`src/rtl/bin_to_gray_conv_pkg.sv`:
```
// Shared Gray-code helpers and width constants.
// Functions work on a 32-bit word; narrower users zero-extend.
package bin_to_gray_conv_pkg;

   localparam int GRAY_W_DEFAULT = 4;
   localparam int GRAY_W_MAX     = 32;

   typedef logic [GRAY_W_MAX-1:0] gword_t;

   function automatic gword_t to_gray(gword_t b);
      return b ^ (b >> 1);
   endfunction

   function automatic gword_t from_gray(gword_t g);
      gword_t b;
      b[GRAY_W_MAX-1] = g[GRAY_W_MAX-1];
      for (int i = GRAY_W_MAX-2; i >= 0; i--) begin
         b[i] = b[i+1] ^ g[i];
      end
      return b;
   endfunction

endpackage

```
`src/rtl/bin_to_gray_conv_if.sv`:
```
// Bundle of data/valid signals for the Gray converter.
// Master drives the inputs, slave is the converter.
interface bin_to_gray_conv_if
   import bin_to_gray_conv_pkg::*;
#(
   parameter int WIDTH = GRAY_W_DEFAULT
) ();

   logic [WIDTH-1:0] bin;
   logic             in_valid;
   logic [WIDTH-1:0] gray;
   logic [WIDTH-1:0] gray_q;
   logic             out_valid;
   logic [WIDTH-1:0] gray_in;
   logic [WIDTH-1:0] bin_out;

   modport master (
      output bin, in_valid, gray_in,
      input  gray, gray_q, out_valid, bin_out
   );

   modport slave (
      input  bin, in_valid, gray_in,
      output gray, gray_q, out_valid, bin_out
   );

endinterface

```
`src/rtl/bin_to_gray_conv_gray_to_bin.sv`:
```
// Gray-to-binary decoder, MSB-down prefix XOR.
// Each bit is the parity of all Gray bits at or above it.
module bin_to_gray_conv_gray_to_bin #(
   parameter int WIDTH = 4
) (
   input  logic [WIDTH-1:0] gray_i,
   output logic [WIDTH-1:0] bin_o
);

   for (genvar i = 0; i < WIDTH; i++) begin : g_bit
      assign bin_o[i] = ^gray_i[WIDTH-1:i];
   end

endmodule

```
`src/rtl/bin_to_gray_conv.sv`:
```
// Binary-to-Gray encoder with registered output path
// and a combinational Gray-to-binary decoder.
module bin_to_gray_conv
   import bin_to_gray_conv_pkg::*;
#(
   parameter int WIDTH = GRAY_W_DEFAULT
) (
   input  logic               clk,
   input  logic               rst,
   bin_to_gray_conv_if.slave  cv
);

   logic [WIDTH-1:0] gray_c;
   logic [WIDTH-1:0] gray_d;
   logic [WIDTH-1:0] gray_q;
   logic             valid_d;
   logic             valid_q;

   assign gray_c = WIDTH'(to_gray(GRAY_W_MAX'(cv.bin)));

   // Next state: load on valid, otherwise hold code and drop valid.
   always_comb begin
      gray_d  = gray_q;
      valid_d = 1'b0;
      if (cv.in_valid) begin
         gray_d  = gray_c;
         valid_d = 1'b1;
      end
   end

   // Output register; reset wins over an incoming sample.
   always_ff @(posedge clk) begin
      if (rst) begin
         gray_q  <= '0;
         valid_q <= 1'b0;
      end else begin
         gray_q  <= gray_d;
         valid_q <= valid_d;
      end
   end

   assign cv.gray      = gray_c;
   assign cv.gray_q    = gray_q;
   assign cv.out_valid = valid_q;

   bin_to_gray_conv_gray_to_bin #(
      .WIDTH (WIDTH)
   ) u_dec (
      .gray_i (cv.gray_in),
      .bin_o  (cv.bin_out)
   );

endmodule

```
`src/flat_wrapper.sv`:
```
// flat-port wrapper written by rule: the top's interface ports become plain ports
module bin_to_gray_conv_flat import bin_to_gray_conv_pkg::*;
#(
   parameter int WIDTH = GRAY_W_DEFAULT
)
  (clk, rst, cv_bin, cv_in_valid, cv_gray_in, cv_gray, cv_gray_q, cv_out_valid, cv_bin_out);
  bin_to_gray_conv_if #(.WIDTH(WIDTH)) cv_i ();
  input  logic clk;
  input  logic rst;
  input wire logic [$bits(cv_i.bin)-1:0] cv_bin;
  input wire logic [$bits(cv_i.in_valid)-1:0] cv_in_valid;
  input wire logic [$bits(cv_i.gray_in)-1:0] cv_gray_in;
  output wire logic [$bits(cv_i.gray)-1:0] cv_gray;
  output wire logic [$bits(cv_i.gray_q)-1:0] cv_gray_q;
  output wire logic [$bits(cv_i.out_valid)-1:0] cv_out_valid;
  output wire logic [$bits(cv_i.bin_out)-1:0] cv_bin_out;
  assign cv_i.bin = cv_bin;
  assign cv_i.in_valid = cv_in_valid;
  assign cv_i.gray_in = cv_gray_in;
  assign cv_gray = cv_i.gray;
  assign cv_gray_q = cv_i.gray_q;
  assign cv_out_valid = cv_i.out_valid;
  assign cv_bin_out = cv_i.bin_out;
  bin_to_gray_conv #(.WIDTH(WIDTH)) u_core (.clk(clk), .rst(rst), .cv(cv_i));
endmodule
```
`config.mk`:
```
export PLATFORM = sky130hd
export DESIGN_NAME = bin_to_gray_conv_flat
export DESIGN_NICKNAME = d
export VERILOG_FILES = /design/src/rtl/bin_to_gray_conv_pkg.sv /design/src/rtl/bin_to_gray_conv_if.sv /design/src/rtl/bin_to_gray_conv_gray_to_bin.sv /design/src/rtl/bin_to_gray_conv.sv /design/src/flat_wrapper.sv
export SDC_FILE = /design/constraint.sdc
export NUM_CORES = 1
export LEC_CHECK = 0
export ABC_AREA = 1
export CAP_MARGIN = 25
export CORE_AREA = 2 2 39 41
export DETAILED_ROUTE_END_ITERATION = 6
export DIE_AREA = 0 0 41 43
export PLACE_DENSITY = 0.6
export SLEW_MARGIN = 20
export SYNTH_ARGS = -nofsm -noshare
export SYNTH_HDL_FRONTEND = slang
export SYNTH_HIERARCHICAL = 1
export SYNTH_SLANG_ARGS = --single-unit
```
`constraint.sdc`:
```
create_clock -name clk -period 1 [get_ports clk]
set_input_delay 0.15 -clock clk [delete_from_list [all_inputs] [get_ports clk]]
set_output_delay 0.15 -clock clk [all_outputs]
set_load 0.005 [all_outputs]
```
# Word-level counts from Yosys, hierarchy flattened
# Cells that the tools add are included.
[classes]
mux = 1
bitwise_logic = 1
reduce_logical = 3
[ops]
columns = ["cell", "n"]
rows = [
  ["$reduce_xor A4 Y1", 1],
  ["$xor A4 B3 Y4", 1],
  ["$reduce_xor A3 Y1", 1],
  ["$reduce_xor A2 Y1", 1],
  ["$mux W1", 1],
]
[totals]
regBits = 5
input_bits = 11

# Depth between registers and ports, before layout
[logic_depth]
ltp_word = 1
depth_mapped = 5

# By module
# Netlist, hierarchy kept.
[modules_own_cells]
columns = ["mod", "instances", "cells_each", "area_per_inst_um2", "seq_area_each_um2"]
rows = [
  ["bin_to_gray_conv", 1, 40, 247.7, 100.1],
  ["bin_to_gray_conv_gray_to_bin", 1, 21, 90.1, 0.0],
]

# Least setup slack after synthesis
# Ideal clock, no wire load.
[synth_path]
path_kind = "reg-to-reg"
start = "register, netlist name u_core/cv.gray_q[0]"
end = "register u_core.gray_q[0] (netlist: u_core/cv.gray_q[0])"
arrival_time_ns = 0.505
required_ns = 0.891
setup_slack_ns = 0.386
path_stages_with_launch = 5
period_less_slack_ns = 0.614
cell_sequence = "dfxtp_1 nor2_1 nor2_1 nand2_1 inv_1"
[synth_rtl]
columns = ["item", "line", "text"]
rows = [
  ["end signal, assigned", "bin_to_gray_conv.sv:37", "gray_q <= gray_d;"],
  ["end, declared", "bin_to_gray_conv.sv:15", "logic [WIDTH-1:0] gray_q;"],
]

# Worst setup path after layout
[layout_path]
start = "register u_core.gray_q[1] (netlist: u_core/cv.gray_q[1])"
end = "output cv_gray_q[1]"
[layout_rtl]
columns = ["item", "line", "text"]
rows = [
  ["end, declared", "flat_wrapper.sv:14", "output wire logic [$bits(cv_i.gray_q)-1:0] cv_gray_q;"],
]
# No word-level cell between the ends.

==> impl_metrics.toml <==
[yosys]
synth.top_cells.by_count = "28 x nand2_1, 11 x inv_1, 7 x nor2_1"
yosys.area.top_type_share_pct = 31.1
async_reset_ff_share_pct = 0
synth.distinct_cells = 11
ys_ff_latch = 5
synth_enable_flop_cells = 0
yosysWarnings = 6
yosysSeqAreaShare_pct = 29.6
syn_area_um2 = 338
syn_inst = 61
yosysMostFrequentCell = "nand2_1"
syn-num-nets = 72
synth_ff_type = "dfxtp_1"
synth_top_cell_by_area = "nand2_1"
avgSynthCellArea_um2 = 5.54
synth_area_leaders = "nand2_1 31%, dfxtp_1 30%, inv_1 12%"

[worst_setup_path]
crit_type = "reg -> out"
cpPeakStageDelay_ps = 310
cp_data_arrival_time_ps = 810
cp_num_cells = 1
cp-start-kind = "flip-flop"
critPathRequiredTime_ps = 850
cp-end-kind = "output port"
worstRegToRegCells = 4
critPathBufInv = 1
crit_fanout = 2
path_delay_family = "flip-flops"
r2r_slack_ps = 340
crit_chain = "dlygate4sd2_1"
slowest_stage = "dfxtp_1"

[routing]
wl_per_cell_um = 7.30
vias = 437
wl_met3_um = 106
finalWirelength_um = 788
wl_met2_um = 361
drc = 0
drtPass1Iterations = 2
highest_layer = "met3"
viasPerCell = 4.05
drt_iter0_drc = 2
wl_met1_um = 321
postRouteAntennaNets = 0

[pwr]
ir_drop_v = 0.000776
p_leak_nw = 0.376
finalPower_uw = 638
power_density_mw_per_mm2 = 1070

[timing]
period_needed_ps = 956
setup_viol = 0
fin_setup_tns_ps = 0
finalWorstSetupSlack_ps = 44.2
maxSlewHeadroom_pct = 81.4
skew_ps = 0
min_period_over_period_pct = 95.6
worstMarginPinSlew_ps = 278
finalHoldViolations = 0
rsz0062_at_grt = "false"
timing.fmax_mhz = 1050
holdWs_ps = 404
final-max-slew-violation-count = 0

[placed_design]
port_buffers = 23
dp_cells = 103
place_area_um2 = 607
dpl_worst_slack_ps = -584
gp_congestion = 0.664
place_hpwl_um = 631

[global_route]
grt_max_degree = 9
grt_pass1_vias = 385
grt_pass1_wl_mm = 1.28
antenna_found_initial = 0
grt_usage_pct = 10.7
overflow = 0

[run_status]
outcome = "finished, final reports clean"

[hold_path]
hp-class = "in -> reg"
hold_depth = 5

[floorplanning]
start_util_pct = 24.4
core_area_mm2 = 0.00138
die_x_um = 41
die_area_mm2 = 0.00176
ios = 24
rows = 14
die_y_um = 43

[clock_network]
numCtsBuffers = 3
htreeDepth = 1
tritoncts = "built"
cts-root-buf = "clkbuf_4"
path_clk_slew_ps = 50
clk_path_buf_depth = 2
clock-sinks = 5
clk_latency_ps = 240

[final_layout]
instances_no_fill = 108
stdcell_area_um2 = 598
drive_above_1_share_pct = 22.8
synthToLayoutAreaGrowth_pct = 77.0
final_util_pct = 43.2
antenna_cells = 0
nets = 104

[flow_run]
cap_violations = 0
timing repair:
item | 4_1_cts | 5_1_grt
resized for setup | 32 | 10
setup buffers | 1 | 0
pin swaps | 1 | 1
endpoints found under the hold margin | 0 | 0
setup endpoints to repair | 13 | 6
hold buffers | 0 | 0
cloned | 0 | 0
final cells by class:
cell class                      count  area [um^2]
Inverter                           12         45.0
Tap cell                           16         20.0
Timing Repair Buffer               30          240
Sequential cell                     5          100
Multi-Input combinational cell     41          166
Fill cell                         170          786
Clock buffer                        4         26.3
registers in the layout (all words and copies together) (netlist names):
| register | flops |
|---|---|
| u_core/cv.gray_q | 4 |
| u_core/cv.out_valid | 1 |
cells in the final DEF, fill, tap and decap left out, drive strengths merged:
| cell | instances |
|---|---|
| nand2 | 29 |
| inv | 12 |
| dlygate4sd2 | 11 |
| buf | 10 |
| nor2 | 7 |
| clkbuf | 7 |
| dfxtp | 5 |
| clkdlybuf4s15 | 4 |
| nand3 | 3 |
| clkdlybuf4s50 | 2 |
| a21oi | 1 |
| xnor2 | 1 |
routing by layer:
metal | GRT usage [%] | up-vias
met5 | 0 | -
met4 | 4.00 | 0
met3 | 6.28 | 0
met2 | 17.2 | 22
met1 | 10.6 | 181
li1 | - | 234
logic make-up (layout without fill, tap and decap cells):
group           count (synthesis)  count (layout)  share of synthesized area, %
simple gates                   39              39                          45.2
buf+inv                        15              46                          21.1
flops                           5               5                          29.6
compound gates                  1               1                          1.48
xor+xnor                        1               1                          2.59
power by group:
part | internal, mW | switching [mW]
clock network | 0.151 | 0.0856
registers | 0.213 | 0.00553
logic | 0.101 | 0.0817
total | 0.465 | 0.173
worst paths after layout:
kind / start / to
max: u_core/cv.gray_q[1] / cv_gray_q[1]
min: cv_bin[1] / u_core/cv.gray_q[1]
max reg2reg: u_core/cv.gray_q[0] / u_core/cv.gray_q[0]
min reg2reg: u_core/cv.gray_q[3] / u_core/cv.gray_q[3]
Note: power is estimated with default switching activity, not from simulation.
